--- src/rtl/lsu_unit_pkg.sv ---
// Shared definitions for the load/store unit: RV32I width codes and FSM state encodings.
package lsu_defs;

    localparam int unsigned XLEN = 32;

    typedef logic [2:0] funct3_t;

    localparam funct3_t F3_B  = 3'b000;
    localparam funct3_t F3_H  = 3'b001;
    localparam funct3_t F3_W  = 3'b010;
    localparam funct3_t F3_BU = 3'b100;
    localparam funct3_t F3_HU = 3'b101;

    localparam logic [1:0] ST_IDLE   = 2'd0;
    localparam logic [1:0] ST_ACCESS = 2'd1;
    localparam logic [1:0] ST_DONE   = 2'd2;

endpackage

--- src/rtl/lsu_unit_if.sv ---
// Simple req/ack data-bus between the load/store unit (master) and memory (slave).
interface lsu_unit_if;
    import lsu_defs::*;

    logic            bus_req;
    logic            bus_we;
    logic [XLEN-1:0] bus_addr;
    logic [3:0]      bus_be;
    logic [XLEN-1:0] bus_wdata;
    logic            bus_ack;
    logic [XLEN-1:0] bus_rdata;

    modport master (
        output bus_req, bus_we, bus_addr, bus_be, bus_wdata,
        input  bus_ack, bus_rdata
    );

    modport slave (
        input  bus_req, bus_we, bus_addr, bus_be, bus_wdata,
        output bus_ack, bus_rdata
    );

endinterface

--- src/rtl/lsu_unit_align.sv ---
// Combinational lane logic: byte enables, store steering, load extraction and
// the misaligned/illegal-access flag.
module lsu_align
    import lsu_defs::*;
(
    input  funct3_t     funct3,
    input  logic [1:0]  addr_lo,
    input  logic        we,
    input  logic [31:0] wdata,
    input  logic [31:0] bus_rdata,
    output logic [3:0]  be,
    output logic [31:0] wdata_lanes,
    output logic [31:0] ld_data,
    output logic        misaligned
);

    logic [7:0]  byte_v;
    logic [15:0] half_v;

    always_comb begin
        case (addr_lo)
            2'd0:    byte_v = bus_rdata[7:0];
            2'd1:    byte_v = bus_rdata[15:8];
            2'd2:    byte_v = bus_rdata[23:16];
            default: byte_v = bus_rdata[31:24];
        endcase
        half_v = addr_lo[1] ? bus_rdata[31:16] : bus_rdata[15:0];
    end

    always_comb begin
        be          = 4'b0000;
        wdata_lanes = wdata;
        ld_data     = bus_rdata;
        misaligned  = 1'b0;
        case (funct3)
            F3_B, F3_BU: begin
                be          = 4'b0001 << addr_lo;
                wdata_lanes = {4{wdata[7:0]}};
                ld_data     = (funct3 == F3_B) ? {{24{byte_v[7]}}, byte_v} : {24'd0, byte_v};
                misaligned  = we && (funct3 == F3_BU);
            end
            F3_H, F3_HU: begin
                be          = addr_lo[1] ? 4'b1100 : 4'b0011;
                wdata_lanes = {2{wdata[15:0]}};
                ld_data     = (funct3 == F3_H) ? {{16{half_v[15]}}, half_v} : {16'd0, half_v};
                misaligned  = addr_lo[0] || (we && (funct3 == F3_HU));
            end
            F3_W: begin
                be         = 4'b1111;
                misaligned = (addr_lo != 2'b00);
            end
            default: misaligned = 1'b1;
        endcase
    end

endmodule

--- src/rtl/lsu_unit.sv ---
// Memory-stage load/store unit: one byte/half/word access per start over a req/ack bus,
// with misalignment rejection and an ack timeout.
module lsu_unit
    import lsu_defs::*;
#(
    parameter int unsigned V       = 32,
    parameter int unsigned TIMEOUT = 255
) (
    input  logic         clk,
    input  logic         reset,
    input  logic         start,
    input  logic         mem_write,
    input  logic [2:0]   funct3,
    input  logic [V-1:0] addr,
    input  logic [V-1:0] wdata,
    output logic         stall,
    output logic         done,
    output logic [V-1:0] rdata,
    output logic         misaligned,
    output logic         bus_err,
    lsu_unit_if.master   bus
);

    localparam int unsigned CW = $clog2(TIMEOUT + 1);

    logic [1:0]    state_q, state_d;
    logic          we_q, we_d;
    funct3_t       f3_q, f3_d;
    logic [V-1:0]  addr_q, addr_d;
    logic [V-1:0]  wdata_q, wdata_d;
    logic [V-1:0]  rdata_q, rdata_d;
    logic          mis_q, mis_d;
    logic          err_q, err_d;
    logic [CW-1:0] cnt_q, cnt_d;

    logic          in_idle, in_access;
    funct3_t       al_f3;
    logic [1:0]    al_lo;
    logic          al_we;
    logic [3:0]    al_be;
    logic [V-1:0]  al_lanes;
    logic [V-1:0]  al_ld;
    logic          al_mis;

    assign in_idle   = (state_q == ST_IDLE);
    assign in_access = (state_q == ST_ACCESS);

    // In IDLE the aligner judges the incoming request; afterwards it works on the captured one.
    assign al_f3 = in_idle ? funct3    : f3_q;
    assign al_lo = in_idle ? addr[1:0] : addr_q[1:0];
    assign al_we = in_idle ? mem_write : we_q;

    lsu_align u_align (
        .funct3      (al_f3),
        .addr_lo     (al_lo),
        .we          (al_we),
        .wdata       (wdata_q),
        .bus_rdata   (bus.bus_rdata),
        .be          (al_be),
        .wdata_lanes (al_lanes),
        .ld_data     (al_ld),
        .misaligned  (al_mis)
    );

    always_comb begin
        state_d = state_q;
        we_d    = we_q;
        f3_d    = f3_q;
        addr_d  = addr_q;
        wdata_d = wdata_q;
        rdata_d = rdata_q;
        mis_d   = mis_q;
        err_d   = err_q;
        cnt_d   = cnt_q;
        case (state_q)
            ST_IDLE: begin
                if (start) begin
                    we_d    = mem_write;
                    f3_d    = funct3;
                    addr_d  = addr;
                    wdata_d = wdata;
                    rdata_d = '0;
                    err_d   = 1'b0;
                    mis_d   = al_mis;
                    cnt_d   = '0;
                    state_d = al_mis ? ST_DONE : ST_ACCESS;
                end
            end
            ST_ACCESS: begin
                // Ack takes priority over an expiring counter.
                if (bus.bus_ack) begin
                    rdata_d = we_q ? '0 : al_ld;
                    state_d = ST_DONE;
                end else if (cnt_q == CW'(TIMEOUT - 1)) begin
                    err_d   = 1'b1;
                    rdata_d = '0;
                    state_d = ST_DONE;
                end else begin
                    cnt_d = cnt_q + CW'(1);
                end
            end
            default: state_d = ST_IDLE;
        endcase
    end

    always_ff @(posedge clk) begin
        if (reset) begin
            state_q <= ST_IDLE;
            we_q    <= 1'b0;
            f3_q    <= F3_B;
            addr_q  <= '0;
            wdata_q <= '0;
            rdata_q <= '0;
            mis_q   <= 1'b0;
            err_q   <= 1'b0;
            cnt_q   <= '0;
        end else begin
            state_q <= state_d;
            we_q    <= we_d;
            f3_q    <= f3_d;
            addr_q  <= addr_d;
            wdata_q <= wdata_d;
            rdata_q <= rdata_d;
            mis_q   <= mis_d;
            err_q   <= err_d;
            cnt_q   <= cnt_d;
        end
    end

    assign stall      = (in_idle && start) || in_access;
    assign done       = (state_q == ST_DONE);
    assign rdata      = rdata_q;
    assign misaligned = mis_q;
    assign bus_err    = err_q;

    assign bus.bus_req   = in_access;
    assign bus.bus_we    = in_access && we_q;
    assign bus.bus_addr  = in_access ? {addr_q[V-1:2], 2'b00} : '0;
    assign bus.bus_be    = in_access ? al_be : 4'b0000;
    assign bus.bus_wdata = in_access ? al_lanes : '0;

endmodule

--- src/flat_wrapper.sv ---
// flat-port wrapper written by rule: the top's interface ports become plain ports
module lsu_unit_flat import lsu_defs::*;
#(
    parameter int unsigned V       = 32,
    parameter int unsigned TIMEOUT = 255
)
  (clk, reset, start, mem_write, funct3, addr, wdata, stall, done, rdata, misaligned, bus_err, bus_bus_req, bus_bus_we, bus_bus_addr, bus_bus_be, bus_bus_wdata, bus_bus_ack, bus_bus_rdata);
  lsu_unit_if bus_i ();
  input  logic clk;
  input  logic reset;
  input  logic start;
  input  logic mem_write;
  input  logic [2:0] funct3;
  input  logic [V-1:0] addr;
  input  logic [V-1:0] wdata;
  output logic stall;
  output logic done;
  output logic [V-1:0] rdata;
  output logic misaligned;
  output logic bus_err;
  output wire logic [$bits(bus_i.bus_req)-1:0] bus_bus_req;
  output wire logic [$bits(bus_i.bus_we)-1:0] bus_bus_we;
  output wire logic [$bits(bus_i.bus_addr)-1:0] bus_bus_addr;
  output wire logic [$bits(bus_i.bus_be)-1:0] bus_bus_be;
  output wire logic [$bits(bus_i.bus_wdata)-1:0] bus_bus_wdata;
  input wire logic [$bits(bus_i.bus_ack)-1:0] bus_bus_ack;
  input wire logic [$bits(bus_i.bus_rdata)-1:0] bus_bus_rdata;
  assign bus_bus_req = bus_i.bus_req;
  assign bus_bus_we = bus_i.bus_we;
  assign bus_bus_addr = bus_i.bus_addr;
  assign bus_bus_be = bus_i.bus_be;
  assign bus_bus_wdata = bus_i.bus_wdata;
  assign bus_i.bus_ack = bus_bus_ack;
  assign bus_i.bus_rdata = bus_bus_rdata;
  lsu_unit #(.V(V), .TIMEOUT(TIMEOUT)) u_core (.clk(clk), .reset(reset), .start(start), .mem_write(mem_write), .funct3(funct3), .addr(addr), .wdata(wdata), .stall(stall), .done(done), .rdata(rdata), .misaligned(misaligned), .bus_err(bus_err), .bus(bus_i));
endmodule
--- config.mk ---
export PLATFORM = sky130hd
export DESIGN_NAME = lsu_unit_flat
export DESIGN_NICKNAME = d
export VERILOG_FILES = /design/src/rtl/lsu_unit_pkg.sv /design/src/rtl/lsu_unit_if.sv /design/src/rtl/lsu_unit_align.sv /design/src/rtl/lsu_unit.sv /design/src/flat_wrapper.sv
export SDC_FILE = /design/constraint.sdc
export NUM_CORES = 1
export LEC_CHECK = 0
export BUFFER_PORTS_ARGS = -buffer_cell sky130_fd_sc_hd__buf_4
export CORE_MARGIN = 10
export CORE_UTILIZATION = 44
export DETAILED_ROUTE_END_ITERATION = 16
export PLACE_DENSITY = 0.7
export REMOVE_ABC_BUFFERS = 1
export SLEW_MARGIN = 10
export SYNTH_ARGS = -nofsm -noshare
export SYNTH_HDL_FRONTEND = slang
export SYNTH_SLANG_ARGS = --single-unit
export TNS_END_PERCENT = 20
--- constraint.sdc ---
create_clock -name clk -period 5.7 [get_ports clk]
set_input_delay 0.285 -clock clk [delete_from_list [all_inputs] [get_ports clk]]
set_output_delay 0.285 -clock clk [all_outputs]
set_load 0.05 [all_outputs]
* Word level (Yosys, flattened, before mapping) *
Cells that the tools add are included.

storage, ports and cells
  register bits after elaboration = 112
  output and inout port bits = 106
  input port bits = 104
  logic and storage cells = 76

operators by class
  mux-type cells = 33
  reduce and logical (&&, ||, !) cells = 18
  shift-type cells = 1
  equal/unequal tests = 14
  add/subtract/negate cells = 1

operators by type and width
  kind                 count
  $mux 32              8
  $pmux 32 s2          3
  $mux 8               3
  $pmux 8 s3           1
  $mux 16              1
  $pmux 8 s2           1
  $pmux 4 s3           1
  $mux 2               5
  $add 8x1->8 const B  1
  $eq 8x8->1 const B   1
  $mux 4               2
  $ne 2x2->1 const B   4
  $reduce_and 4->1     2
  $eq 3x3->1 const B   2
  $eq 2x1->1 const B   2
  $eq 2x2->1 const B   2
  $logic_and 1x1->1    4
  $logic_not 2->1      2
  $mux 1               4
  $pmux 2 s2           1
  $reduce_and 2->1     2
  $reduce_bool 2->1    2
  $reduce_or 2->1      2
  $shl 1x2->4 const A  1
  9 further kinds      10

* Longest topological paths before layout *
Gate-level depths: netlist of the first run.

  word-level depth = 9
  depth in mapped cells = 10
  depth with buffers taken out = 8

* Hierarchy *
From an unflattened synthesis of the first run, not the netlist that was laid out.

second synthesis, totals
  cell total of the unflattened synthesis = 704
  area, all modules = 5,883.1 µm²

modules (own cells, without submodules)
  module     seq. area each (µm²)  cells each  times used  area an instance (µm²)
  lsu_unit   2,242.2               527         1           4,548.1
  lsu_align  0.0                   177         1           1,335.0

* Worst setup path before layout of the first run *
No wires, ideal clock.

  kind = reg-to-output
  from = reg u_core.state_q[1]
  to = out bus_bus_wdata[29]
  required time = 5,415 ps
  path slack = 2,882 ps
  data arrival time = 2,533 ps
  stages on the path, launching flop included = 7
  path buffers = 2
  path through = dfxtp_1 buf_2 o21ai_0 a21boi_2 clkbuf_1 nor2_1 a211oi_1

on the way
  word-level cells in the longest chain between the ends = 6
  elaborated cells between the ends (all ways) = 11
  classes of those cells = eq/ne (4); mux (3); reduce/logical (4)

RTL lines
  what                                      line                  text
  start: declaration                        lsu_unit.sv:26        logic [1:0] state_q, state_d;
  start signal: assignment                  lsu_unit.sv:118       state_q <= state_d;
  $logic_not 2->1                           lsu_unit.sv:45        assign in_idle = (state_q == ST_IDLE);
  $mux 3                                    lsu_unit.sv:49        assign al_f3 = in_idle ? funct3 : f3_q;
  $eq 3x1->1, or another cell as far along  lsu_unit_align.sv:35  case (funct3)
  $reduce_or 2->1                           lsu_unit_align.sv:35
  $pmux 32 s2                               lsu_unit_align.sv:35
  $mux 32 (*)                               lsu_unit.sv:140       assign bus.bus_wdata = in_access ? al_lanes : '0;
  end: declaration                          flat_wrapper.sv:25    output wire logic [$bits(bus_i.bus_wdata)-1:0] bus_bus_wdata;

Mark *: on every way between the ends. The rest lies on a longest branch, timed or not.

* Worst setup path after layout of the first run *
  from = reg u_core.state_q[1]
  to = out bus_bus_be[3]

on the way
  word-level cells in the longest chain between the ends = 6
  elaborated cells between the ends (all ways) = 15
  classes of those cells = eq/ne (5); shift (1); mux (5); reduce/logical (4)

RTL lines
  what                                      line                  text
  $logic_not 2->1                           lsu_unit.sv:45
  $mux 3                                    lsu_unit.sv:49
  $eq 3x1->1, or another cell as far along  lsu_unit_align.sv:35
  $reduce_or 2->1                           lsu_unit_align.sv:35
  $pmux 4 s3                                lsu_unit_align.sv:35
  $mux 4 (*)                                lsu_unit.sv:139       assign bus.bus_be = in_access ? al_be : 4'b0000;
  end: declaration                          flat_wrapper.sv:24    output wire logic [$bits(bus_i.bus_be)-1:0] bus_bus_be;

Marked as above.

==> out/results.txt, run 1 <==
For the die footprint, the log shows 16700 µm². The total overflow reported by the global router is 0. At the worst endpoint, the arrival time is 3.40 ns. Using the TritonRoute via totals, the vias-per-cell ratio works out to 5.37. Max-cap violations in this run came to 0. The finished layout holds 989 standard cells, fillers aside. Of the total power, combinational logic draws 31.9%.

By startpoint and endpoint, the worst setup path is classified as register to output port. By area the synthesized netlist is led by dfxtp_1, nand2_1, a21oi_1. In this run the vertical extent of the chip is 129 µm. Count of unresolved DRC violations after routing: 0. The worst path uses 64.6% of the clock period. The run gives 271 MHz as the maximum clock frequency.

The flow ran to the end, and the final reports show no timing, DRC or antenna violations. Class of the tightest hold or removal check: input port to register. The mean instance size in the synthesized netlist works out to 7.81 µm². Library cell with the largest summed area after synthesis: dfxtp_1. Area share of the leading cell type in the synthesized netlist: 42.8%. The final layout contains routed wiring with a total length of 17200 µm.

The first detailed-routing pass took 5 iterations. Number of input and output port buffers inserted: 207. Along the worst path, the maximum fanout reaches 14. Of the cells placed in the final design, the portion with a size suffix greater than 1 is 28.4%. Reg-to-reg startpoint: u_core.state_q[1]$_SDFFE_PP0P_. The logic depth of the worst register-to-register path came out at 5. The total I/O pin count is 210. The clock period could shrink to 3.68 ns. After synthesis, the share of cell area in mux cells is 4.97%. STA puts the critical path data required time at 5.41 ns. In the post-synthesis netlist, the cell with the most instances is nand2_1.

The count of pins over their slew limit was 0. Ranked by instance count, the synthesized netlist is headed by nand2_1, dfxtp_1, a21oi_1. The number of vias in the routed layout is 5315. For the count of placed standard cells including taps, the log shows 973. The worst setup path is launched from a register. In the final routed layout, each cell accounts on average for 17.4 µm.

The clock drives 112 sinks. The main combinational cell family by area after synthesis was simple AND/OR/NAND/NOR gates. The last weighted congestion value of the routability-driven placer is 0.814. The register clock-pin slew on the reported worst setup and hold paths was 0.07 ns. TritonCTS built the clock tree. No sink is reached through more buffers than the 2 on the longest clock path. The detail route stage leaves a number of antenna-violating nets equal to 0.

The reported net switching power was 837 µW; the count of final setup violators was 0. Synthesis inferred 112 register bits. Entering global routing, the biggest net connects 75 pins. Counting the fill cells in the layout gives 1047. In this run switching power makes up 35.7% of total power. In the synthesized netlist, the number of instances is 671.

The endpoint type of the worst setup path is an output port. Once placement finished, the instance area stood at 6810 µm². TritonCTS created 9 clock buffers.

From left edge to right edge, the die measures 129 µm. The portion of total power attributed to the clock network came out at 29.6%. On the final layout, the worst clock skew is 0.00687 ns. After legalization and detailed placement, the total HPWL measured 12400 µm. At the end of the flow, the number of nets in the layout was 947. For the smallest setup slack after layout, the log shows 2.02 ns. The number of global-route vias before repair was 5328.

The synthesized netlist devotes 0.478% of its cell area to adder and majority cells. The logs give 2.59 ns for the flop-to-flop setup slack and 45.5% for the initial standard-cell utilization of the core. The worst hold path passes through 2 cells. In this run, flip-flops and latches consume 38.4% of the power. OpenSTA, run right after detailed placement, puts the worst setup slack at 2.45 ns.

The tools report the number of resized instances in the post-cts repair step as 0. Across every metal layer, demand over resource in global routing totals 19.5%. Hold violation total from the final report: 0.

Summed over all cells, the static leakage comes to 0.00316 µW. The worst hold path terminates at u_core.rdata[20]$_SDFFE_PP0P_. Sequential fraction of the synthesis area: 42.8%. The count of cell types in the netlist was 44; the area fraction in compound gates after synthesis was 20.7%. During synthesis, Yosys emitted a total of 0 warnings.

For this design, the CTS-stage hold fixing added 0 buffers. With fillers left out, the area of the finished cells amounts to 7140 µm². The layout-stage area growth over the synthesis result works out to 36.3%.

The xor and xnor area share after synthesis was 0.836%. Async set or reset register ratio after synthesis: 0%. Number of inserted diodes: 0. Power spread over the standard cell area amounts to 328 nW/µm². The initial antenna violation count is 0, and the design internal power is 1510 µW. The smallest hold slack was 0.169 ns; the core area was 11500 µm². The slew at the pin closest to its max-slew limit was 1.18 ns; the worst-skew pair later-pin latency was 0.35 ns. The relative max-transition margin was 20.3%. Setup repair after global routing left no endpoint under its margin. The first global-routing pass estimated 26600 µm of wire. The endpoint identified for the worst register-to-register timing path is u_core.rdata[22]$_SDFFE_PP0P_. In this run, synthesis inferred 0 flip-flops with an integrated enable.

The maximum level of the CTS H-tree is 3. In this run the most critical hold path is launched from bus_bus_rdata[20]. The run gives 0 as the number of buffers inserted by post-CTS setup repair. For the final total negative setup slack, the log shows 0 ns. The root buffer cell is clkbuf_16. Summing the areas of all and, or, nand and nor instances in the mapped netlist gives 25.3% of the synthesized area. The DRC marker count from the first detailed-route iteration was 434; the number of standard-cell rows in the floorplan was 39. The worst-case IR drop observed on VDD is 0.190 mV. The commonest register cell after synthesis was dfxtp_1. The post-synth design cell area came out at 5240 µm².
critical path, stage by stage, from the launching register on:
cell	delay (ns)
dfxtp_1	0.44
nor2_1	0.82
mux2i_2	0.96
nand3_1	0.29
a21oi_1	0.27
buf_4	0.26
state kept, by name, indices dropped and copies added (netlist names):
| signal | cells |
|---|---|
| u_core.addr_q | 32 |
| u_core.bus_err | 1 |
| u_core.cnt_q | 8 |
| u_core.f3_q | 3 |
| u_core.misaligned | 1 |
| u_core.rdata | 32 |
| u_core.state_q | 2 |
| u_core.wdata_q | 32 |
| u_core.we_q | 1 |
metrics by stage:
stage	utilization, %	total power (µW)
final	62.0	2340
after global routing	62.0	2450
after global placement	59.1	1650
after CTS	62.0	2360
after floorplan	-	1390
after detailed placement	59.1	1670
power by group through the flow:
| stage | clock network [µW] | registers, µW | logic (µW) |
|---|---|---|---|
| 2_1_floorplan | 0 | 942 | 450 |
| 3_3_place_gp | 0 | 914 | 740 |
| 5_1_grt | 736 | 909 | 809 |
| 6_report | 695 | 900 | 749 |
| 4_1_cts | 706 | 899 | 753 |
| 3_5_place_dp | 0 | 916 | 751 |
cell usage in the layout (no fill, tap or decap), types with 9 or more instances in the layout:
cell / n
a21oi_1: 86
buf_4: 213
clkbuf_16: 9
nand3_1: 14
mux2i_1: 25
a221o_1: 16
and2_1: 40
o21ai_0: 20
nand2_1: 171
dfxtp_1: 112
nor2_1: 35
metal layers:
layer,up-vias,routed length (µm),GRT usage (%)
li1,2628,-,-
met1,2468,7180,22.4
met5,-,0,0
met2,202,7860,31.7
met3,17,1930,8.97
met4,0,241,6.02
worst max path at each step:
stage / to / startpoint / slack (ns)
after floorplan: bus_bus_wdata[24] / u_core.state_q[1]$_SDFFE_PP0P_ / 2.21
final: bus_bus_be[3] / u_core.state_q[1]$_SDFFE_PP0P_ / 2.02
after detailed placement: bus_bus_be[0] / u_core.state_q[1]$_SDFFE_PP0P_ / 2.45
after CTS: bus_bus_be[0] / u_core.state_q[1]$_SDFFE_PP0P_ / 2.04
after global routing: bus_bus_wdata[31] / u_core.state_q[0]$_SDFFE_PP0P_ / 1.84
after global placement: bus_bus_be[3] / u_core.state_q[1]$_SDFFE_PP0P_ / 2.49
logic make-up (layout without fill, tap and decap cells):
group,after synthesis,count (layout)
AOI/OAI and AO/OA,168,168
DFF,112,112
buffers and inverters,60,234
and+or+nand+nor,297,297
xor gates and xnor gates,5,5
other,1,2
muxes,26,26
adders and majority gates,2,2
final cells by class:
type	instances	area (µm²)	share of cell area (%)
clock inverters	5	78.8	1.10
well taps	143	179	2.51
inverters	5	18.8	0.263
multi-input cells	500	2770	38.8
repair buffers	213	1600	22.4
flip-flops and latches	112	2240	31.4
clock buffers	11	253	3.54
Note: power is estimated with default switching activity, not from simulation.
==> run 2, diff against run 1 <==
Clock period 5.7 ns to 3.4 ns, I/O delays scaled along.
==> run 2 against run 1 <==
Effect of this change:
- clock skew fell by 0.0018 ns
- routed wire length rose by 2.1%
- first-iteration DRC count up 2.8%
- sequential power rose by 68%
- hold slack worse by 0.11 ns
- via count grew 2.1%
- largest power group unchanged
- cell count grew 0.71%
- combinational power grew 72%
- design area up 0.21%
- non-clock buffer count is 9 higher
- die area stayed put
==> out/results.txt, run 2 (synthesis gave the netlist of run 1 again) <==
The run finished with clean final reports. The most frequent cell on the critical path is buf_4. For this design, the slowest cell found on the critical path is dfxtp_1.

The worst-skew pair later-pin latency was 0.35 ns (about the same); the wire length per cell was 17.6 µm (+1.4%). The total power divided by cell area is 536 nW/µm² (+63%). The total I/O pin count was 210 (unchanged). The number of cells on the worst hold path was 2 (unchanged); the initial antenna violation count was 1 (+1). The largest fanout on the critical path works out to 35 (+21).

The root buffer cell is clkbuf_16. Count of nets left with antenna violations after detail routing: 0 (unchanged). The layout-stage area growth over the synthesis result was 36.6%; the count of final setup violators was 0 (unchanged). The maximum level of the CTS H-tree was 3 (unchanged).

For the number of global-route vias before repair, the log shows 5467 (+2.6%). The maximum clock skew at final layout was 0.00512 ns (-0.00175 ns). Number of buffers inserted by hold repair at cts: 0 (unchanged). The top cell types in the final layout, fill and taps aside, are buf_4, nand2_1, dfxtp_1. The run gives 6880 µm² (+0.99%) as the cell area after placement. The slew at the pin closest to its max-slew limit works out to 1.19 ns (+0.0102 ns). The logs give 2 (unchanged) for the number of buffers between clock root and the deepest sink and 27600 µm (+3.7%) for the global-route wire length before repair. The biggest cell delay along the critical path came out at 0.54 ns (-0.42 ns). Of the available clock period, the critical path in the final layout requires 78.7%. Leading cell type in the layout, fill and taps excluded: buf_4.

The run gives 5 (unchanged) as the count of TritonRoute iterations in the first routing pass. For the required arrival time at the worst endpoint, the log shows 3.23 ns (-2.18 ns). STA classifies the critical path startpoint as a register.

The post-route standard cell area excluding fillers is 7160 µm² (+0.21%). The die extent in y was 129 µm (unchanged); the sum of routed wire length over all layers was 17600 µm (+2.1%). The tools report the maximum number of pins on one net before global-route repair as 74 (-1.3%). The run gives 2.51 ns (-0.89 ns) as the data arrival time at the worst-slack endpoint. The logs give 0 (unchanged) for the count of pins over their slew limit and 39 (unchanged) for the number of standard-cell rows in the floorplan. Register clock-pin slew on the reported worst setup and hold paths: 0.07 ns (about the same). Routed via count divided by cell count: 5.45 (+1.4%). The global-route usage over all layers was 20.2% (+0.75 points). The final total negative setup slack is 0 ns (unchanged).

The tools report the layout net count as 956 (+0.95%). The worst-case vdd ir drop came out at 0.249 mV (+31%). The number of buffers added by the clock tree synthesis step is 9 (unchanged). The class of the tightest hold or removal check was input port to register. The run gives 374 MHz as the maximum clock frequency. Traced cell by cell, the critical path runs through nand2b_1 -> buf_4 -> inv_1 -> buf_4 -> o21ai_0 -> nor3_1 -> buf_4. Number of vias in the routed layout: 5428 (+2.1%).

Relative max-transition margin: 19.6% (-0.69 points). TritonCTS built the clock tree. Count of max-cap constraint violations: 0 (unchanged). The critical setup path kind was register to output port. The logic depth of the worst register-to-register path was 6 (+1). The last weighted congestion value of the routability-driven placer is 0.853 (+4.8%). The smallest hold slack is 0.0554 ns (-0.113 ns), and the static leakage is 0.00317 µW (+0.38%). In this run the most critical hold path is launched from bus_bus_rdata[21]. The number of input and output port buffers inserted came out at 207 (unchanged). The number of sinks on the clock net came out at 112 (unchanged). The initial standard-cell utilization of the core was 45.5% (unchanged); the number of buffers inserted by post-CTS setup repair was 0 (unchanged). The reg-to-reg startpoint was u_core.state_q[1]$_SDFFE_PP0P_.

The final critical-path required period was 2.68 ns; the die footprint was 16700 µm² (unchanged). Total overflow reported by the global router: 0 (unchanged). The worst register-to-register path ends at u_core.rdata[6]$_SDFFE_PP0P_. The run gives 62.1% (+0.13 points) as the final core utilization.

STA classifies the critical path endpoint as an output port. The DRC marker count from the first detailed-route iteration was 446 (+2.8%); the HPWL after detailed placement was 13000 µm (+5.4%). The number of resized instances in the post-cts repair step is 0 (unchanged), and the width of the die is 129 µm (unchanged). Setup repair after global routing left no endpoint under its margin. The core area is 11500 µm² (unchanged), and the flop-to-flop setup slack is 0.98 ns (-1.61 ns). The run gives 0 (unchanged) as the count of unresolved DRC violations after routing. The endpoint of the worst hold-timing path is u_core.rdata[21]$_SDFFE_PP0P_.

The fraction of layout cells with a size suffix above 1 was 28.6% (+0.27 points); the hold violation total from the final report was 0 (unchanged).
==> run 2: critical path, delay by kind of cell, from the launching register on <==
family                 cells  cell delay [ns]
buffers and inverters      4             1.09
flip-flops                 1             0.54
AO/OA/AOI/OAI              1             0.18
AND/OR/NAND/NOR            2             0.32
==> run 2: worst max path at each step <==
stage / startpoint / endpoint / slack (ns)
detailed placement: u_core.state_q[1]$_SDFFE_PP0P_ / u_core.rdata[30]$_SDFFE_PP0P_ / 1.02
global route: u_core.state_q[0]$_SDFFE_PP0P_ / bus_bus_wdata[31] / 0.47
global placement: u_core.state_q[1]$_SDFFE_PP0P_ / u_core.rdata[19]$_SDFFE_PP0P_ / 1.09
finish: u_core.state_q[0]$_SDFFE_PP0P_ / bus_bus_wdata[31] / 0.72
CTS: u_core.state_q[0]$_SDFFE_PP0P_ / bus_bus_wdata[31] / 0.70
floorplan: u_core.state_q[1]$_SDFFE_PP0P_ / bus_bus_wdata[24] / 0.02
==> run 2: per-layer routing <==
layer  up-vias  wire length, µm  GRT usage, %
li1       2660                -             -
met1      2528             7090          22.7
met2       212             7920          32.1
met3        28             2160          10.9
met4         0              386          6.89
met5         -                0             0
==> run 2: power by group <==
group	switching, µW	total, µW	internal, µW	leakage, µW
Sequential	82.5	1510	1420	0.000914
Clock	457	1040	581	0.000135
Combinational	845	1290	444	0.00212
==> run 2: cell type report <==
type	count	area, µm²
timing repair buffer	222	1670
tap	143	179
clock buffer	12	246
multi-input combinational	500	2770
antenna	1	2.50
clock inverter	1	30.0
inverter	5	18.8
fill	1038	4360
sequential	112	2240
==> run 2: per-stage QoR <==
stage	instances	setup WS [ns]	power (µW)
2_1_floorplan	617	0.0245	2340
6_report	996	0.724	3830
3_5_place_dp	982	1.02	2830
4_1_cts	995	0.699	3860
5_1_grt	995	0.470	4020
3_3_place_gp	982	1.09	2800
==> run 3, diff against run 2 <==
Settings changed: ABC_AREA from default to 1, PLACE_DENSITY 0.7 to 0.69.
Clock period 3.4 ns to 2.6 ns, I/O delays scaled along.
==> run 3 against run 2 <==
Effect of this change:
- utilization shrank 0.23 points
- sequential cell count stayed put
- first-iteration DRC count fell by 20%
- via count up 10%
- hold slack worse by 0.049 ns
==> out/results.txt, run 3 <==
The flow ran to the end, and the final reports show no timing, DRC or antenna violations. The run gives 1128 (+18%) as the layout net count. Die extent in y: 133 µm (+2.7%). The tools report the final core utilization as 61.9% (-0.23 points). The total overflow reported by the global router came out at 0 (unchanged). The DRC marker count from the first detailed-route iteration was 356 (-20%). The number of sinks on the clock net came out at 112 (unchanged).

The routed via count divided by cell count works out to 4.99 (-8.3%). The met2 wirelength from detailed routing came out at 8690 µm (+9.6%). In the synthesized netlist the dominant register cell turns out to be dfxtp_1. The number of inserted diodes was 0 (-1).

The largest fanout on the critical path was 13 (-63%); the sum of routed wire length over all layers was 18800 µm (+7.1%). The tools report the warning count from the yosys run as 0 (unchanged). Critical setup path kind: register to output port. The run gives 9 (unchanged) as the number of buffers added by the clock tree synthesis step. The run gives 0 (unchanged) as the hold violation total from the final report. Counting instances in the post-synthesis netlist gives the leading cell types as nand2_1, nor2_1, o21ai_0. The flip-flop and latch count after synthesis works out to 112 (unchanged). Final critical-path required period: 2.43 ns.

Of all cell types, the one taking the most synthesized area is dfxtp_1. The total power of the final layout is 7470 µW (+95%). For the required arrival time at the worst endpoint, the log shows 2.47 ns (-0.76 ns). Compared with the post-synthesis result, the final layout area differs by 38.9%. The run gives 0 (unchanged) as the count of unresolved DRC violations after routing. In the layout the commonest cells are buf_4, nand2_1, nor2_1, o21ai_0, dfxtp_1. The total I/O pin count was 210 (unchanged). The logs give 41 (+5.1%) for the number of standard-cell rows in the floorplan and 1187 (+14%) for the number of fillers in the final layout.

For the global-route usage over all layers, the log shows 20.6% (+0.38 points). The maximum level of the CTS H-tree is 3 (unchanged), and the register clock-pin slew on the reported worst setup and hold paths is 0.07 ns (about the same). The run gives 0 (unchanged) as the count of max-cap constraint violations. The class of the tightest hold or removal check is input port to register.

The tools report the cell area after placement as 7260 µm² (+5.6%). Initial antenna violation count: 0 (-1). The routed wire length on met3 was 1760 µm (-19%).

The mean instance size in the synthesized netlist is 6.84 µm² (-12%). The synthesized instance count came out at 815 (+21%). Non-filler instance count after layout: 1199 (+20%). The root buffer cell is clkbuf_16.

The fraction of layout cells with a size suffix above 1 was 29.8% (+1.2 points). The wire length per cell is 15.7 µm (-11%), and the last weighted congestion value of the routability-driven placer is 0.864 (+1.3%). The number of input and output port buffers inserted was 207 (unchanged); the worst-skew pair later-pin latency was 0.35 ns (about the same).

The area share of the leading cell type in the synthesized netlist is 40.2% (-2.6 points), and the smallest hold slack is 0.00635 ns (-0.0491 ns). The run gives 64.9% (+45 points) as the relative max-transition margin. The HPWL after detailed placement was 13400 µm (+3.1%).

Post-route standard cell area excluding fillers: 7750 µm² (+8.3%). The count of final setup violators was 0 (unchanged). The tools report the worst-case vdd ir drop as 0.467 mV (+88%).

The worst setup path is captured at an output port. The die footprint was 17600 µm² (+5.5%); the width of the die was 133 µm (+2.7%). TritonCTS built the clock tree. The static leakage is 0.00370 µW (+17%).

The flop-to-flop setup slack is 0.54 ns (-0.44 ns). The count of placed standard cells including taps came out at 1163 (+18%). Number of vias in the routed layout: 5989 (+10%). The global-route wire length before repair was 30100 µm (+9.1%).

The data arrival time at the worst-slack endpoint was 2.30 ns (-0.21 ns). Ranked by total cell area, the synthesized netlist is headed by dfxtp_1, o21ai_0, nand2_1. Leaving out fill and tap cells, the most frequent cell in the layout is buf_4. The top routing layer in use is met4. The met1 routed wirelength after detailed routing was 8180 µm (+15%). The type of element launching the critical path is a register.

The count of nets left with antenna violations after detail routing is 0 (unchanged), and the maximum clock frequency is 412 MHz. The core area was 12500 µm² (+8.7%); the sequential fraction of the synthesis area was 40.2% (-2.6 points). The count of cell types in the netlist came out at 38 (-14%).

The count of TritonRoute iterations in the first routing pass is 5 (unchanged). The maximum number of pins on one net before global-route repair was 79 (+6.8%); the fraction of the cycle the final worst path needs was 93.5%. The logs give 5580 µm² (+6.5%) for the post-synth design cell area and 2 (unchanged) for the number of buffers between clock root and the deepest sink. The run gives 5639 (+3.1%) as the number of global-route vias before repair.

The async set or reset register ratio after synthesis is 0% (unchanged), and the initial standard-cell utilization of the core is 44.6% (-0.92 points). Maximum clock skew at final layout: 0.00497 ns (-0.000149 ns). The number of enable flip-flop cells after synthesis is 0 (unchanged), and the slew at the pin closest to its max-slew limit is 0.520 ns (-0.667 ns).

The most common cell in the netlist was nand2_1. Setup repair after global routing left no endpoint under its margin. Count of pins over their slew limit: 0 (unchanged). Total power divided by cell area: 964 nW/µm² (+80%).
-- run 3: worst paths after layout --
check | from | endpoint | cells after the start
worst max-delay path | u_core.state_q[0]$_SDFFE_PP0P_ | bus_bus_wdata[30] | 9
worst min-delay path | wdata[9] | u_core.wdata_q[9]$_SDFFE_PP0P_ | 3
worst max register to register | u_core.state_q[1]$_SDFFE_PP0P_ | u_core.rdata[17]$_SDFFE_PP0P_ | 9
worst min register to register | u_core.addr_q[5]$_SDFFE_PP0P_ | u_core.addr_q[5]$_SDFFE_PP0P_ | 2
-- run 3: layout make-up --
type	count	area (µm²)	share of cell area [%]
Multi-Input combinational cell	557	2760	35.6
Sequential cell	112	2240	29.0
Timing Repair Buffer	241	1860	24.0
Inverter	100	379	4.89
Clock buffer	12	267	3.44
Tap cell	172	215	2.78
Clock inverter	4	26.3	0.339
Timing Repair inverter	1	5.00	0.0646
-- run 3: cells by family (layout without fill, tap and decap cells) --
kind of cell | after synthesis | in the layout | share of synthesized area (%)
adder cells (fa/ha/maj) | 2 | 2 | 0.449
other | 1 | 2 | 0.0672
flip-flops | 112 | 112 | 40.2
AO/OA/AOI/OAI | 234 | 234 | 23.2
AND/OR/NAND/NOR | 318 | 319 | 25.4
buffers and inverters | 148 | 358 | 10.7
-- run 3: repair_timing --
item                                    in CTS  in global routing
endpoints found under the setup margin      16                 16
gates cloned                                 0                  2
gates resized for setup                      2                  2
hold buffers                                14                  0
pin swaps                                    1                  1
hold endpoints to repair                    14                  0
buffers inserted                             0                  4
-- run 3: power breakdown --
group | internal, µW | switching, µW | total, µW
Clock | 731 | 653 | 1380
Sequential | 2090 | 177 | 2260
Combinational | 1110 | 2710 | 3820
-- run 3: routing by layer --
metal / up-vias / global-route usage [%]
met1: 2709 / 25.0
met2: 213 / 33.4
met5: - / 0
met4: 0 / 5.38
met3: 12 / 7.87
li1: 3055 / -
-- run 3: worst max-delay path, stage by stage (launching register included) --
cell and delay, ns:
dfxtp_2 0.36, inv_2 0.10, nand2_2 0.13, nand2_1 0.13
nand2_4 0.13, nand2_4 0.16, clkinvlp_2 0.30, a21oi_1 0.24
o221a_2 0.20, buf_4 0.19
-- run 3: stage by stage --
step	setup TNS, ns	setup slack (ns)
3_5_place_dp	0	0.314
6_report	0	0.170
4_1_cts	0	0.0557
5_1_grt	0	0.00767
2_1_floorplan	-122.16	-2.04
3_3_place_gp	0	0.333
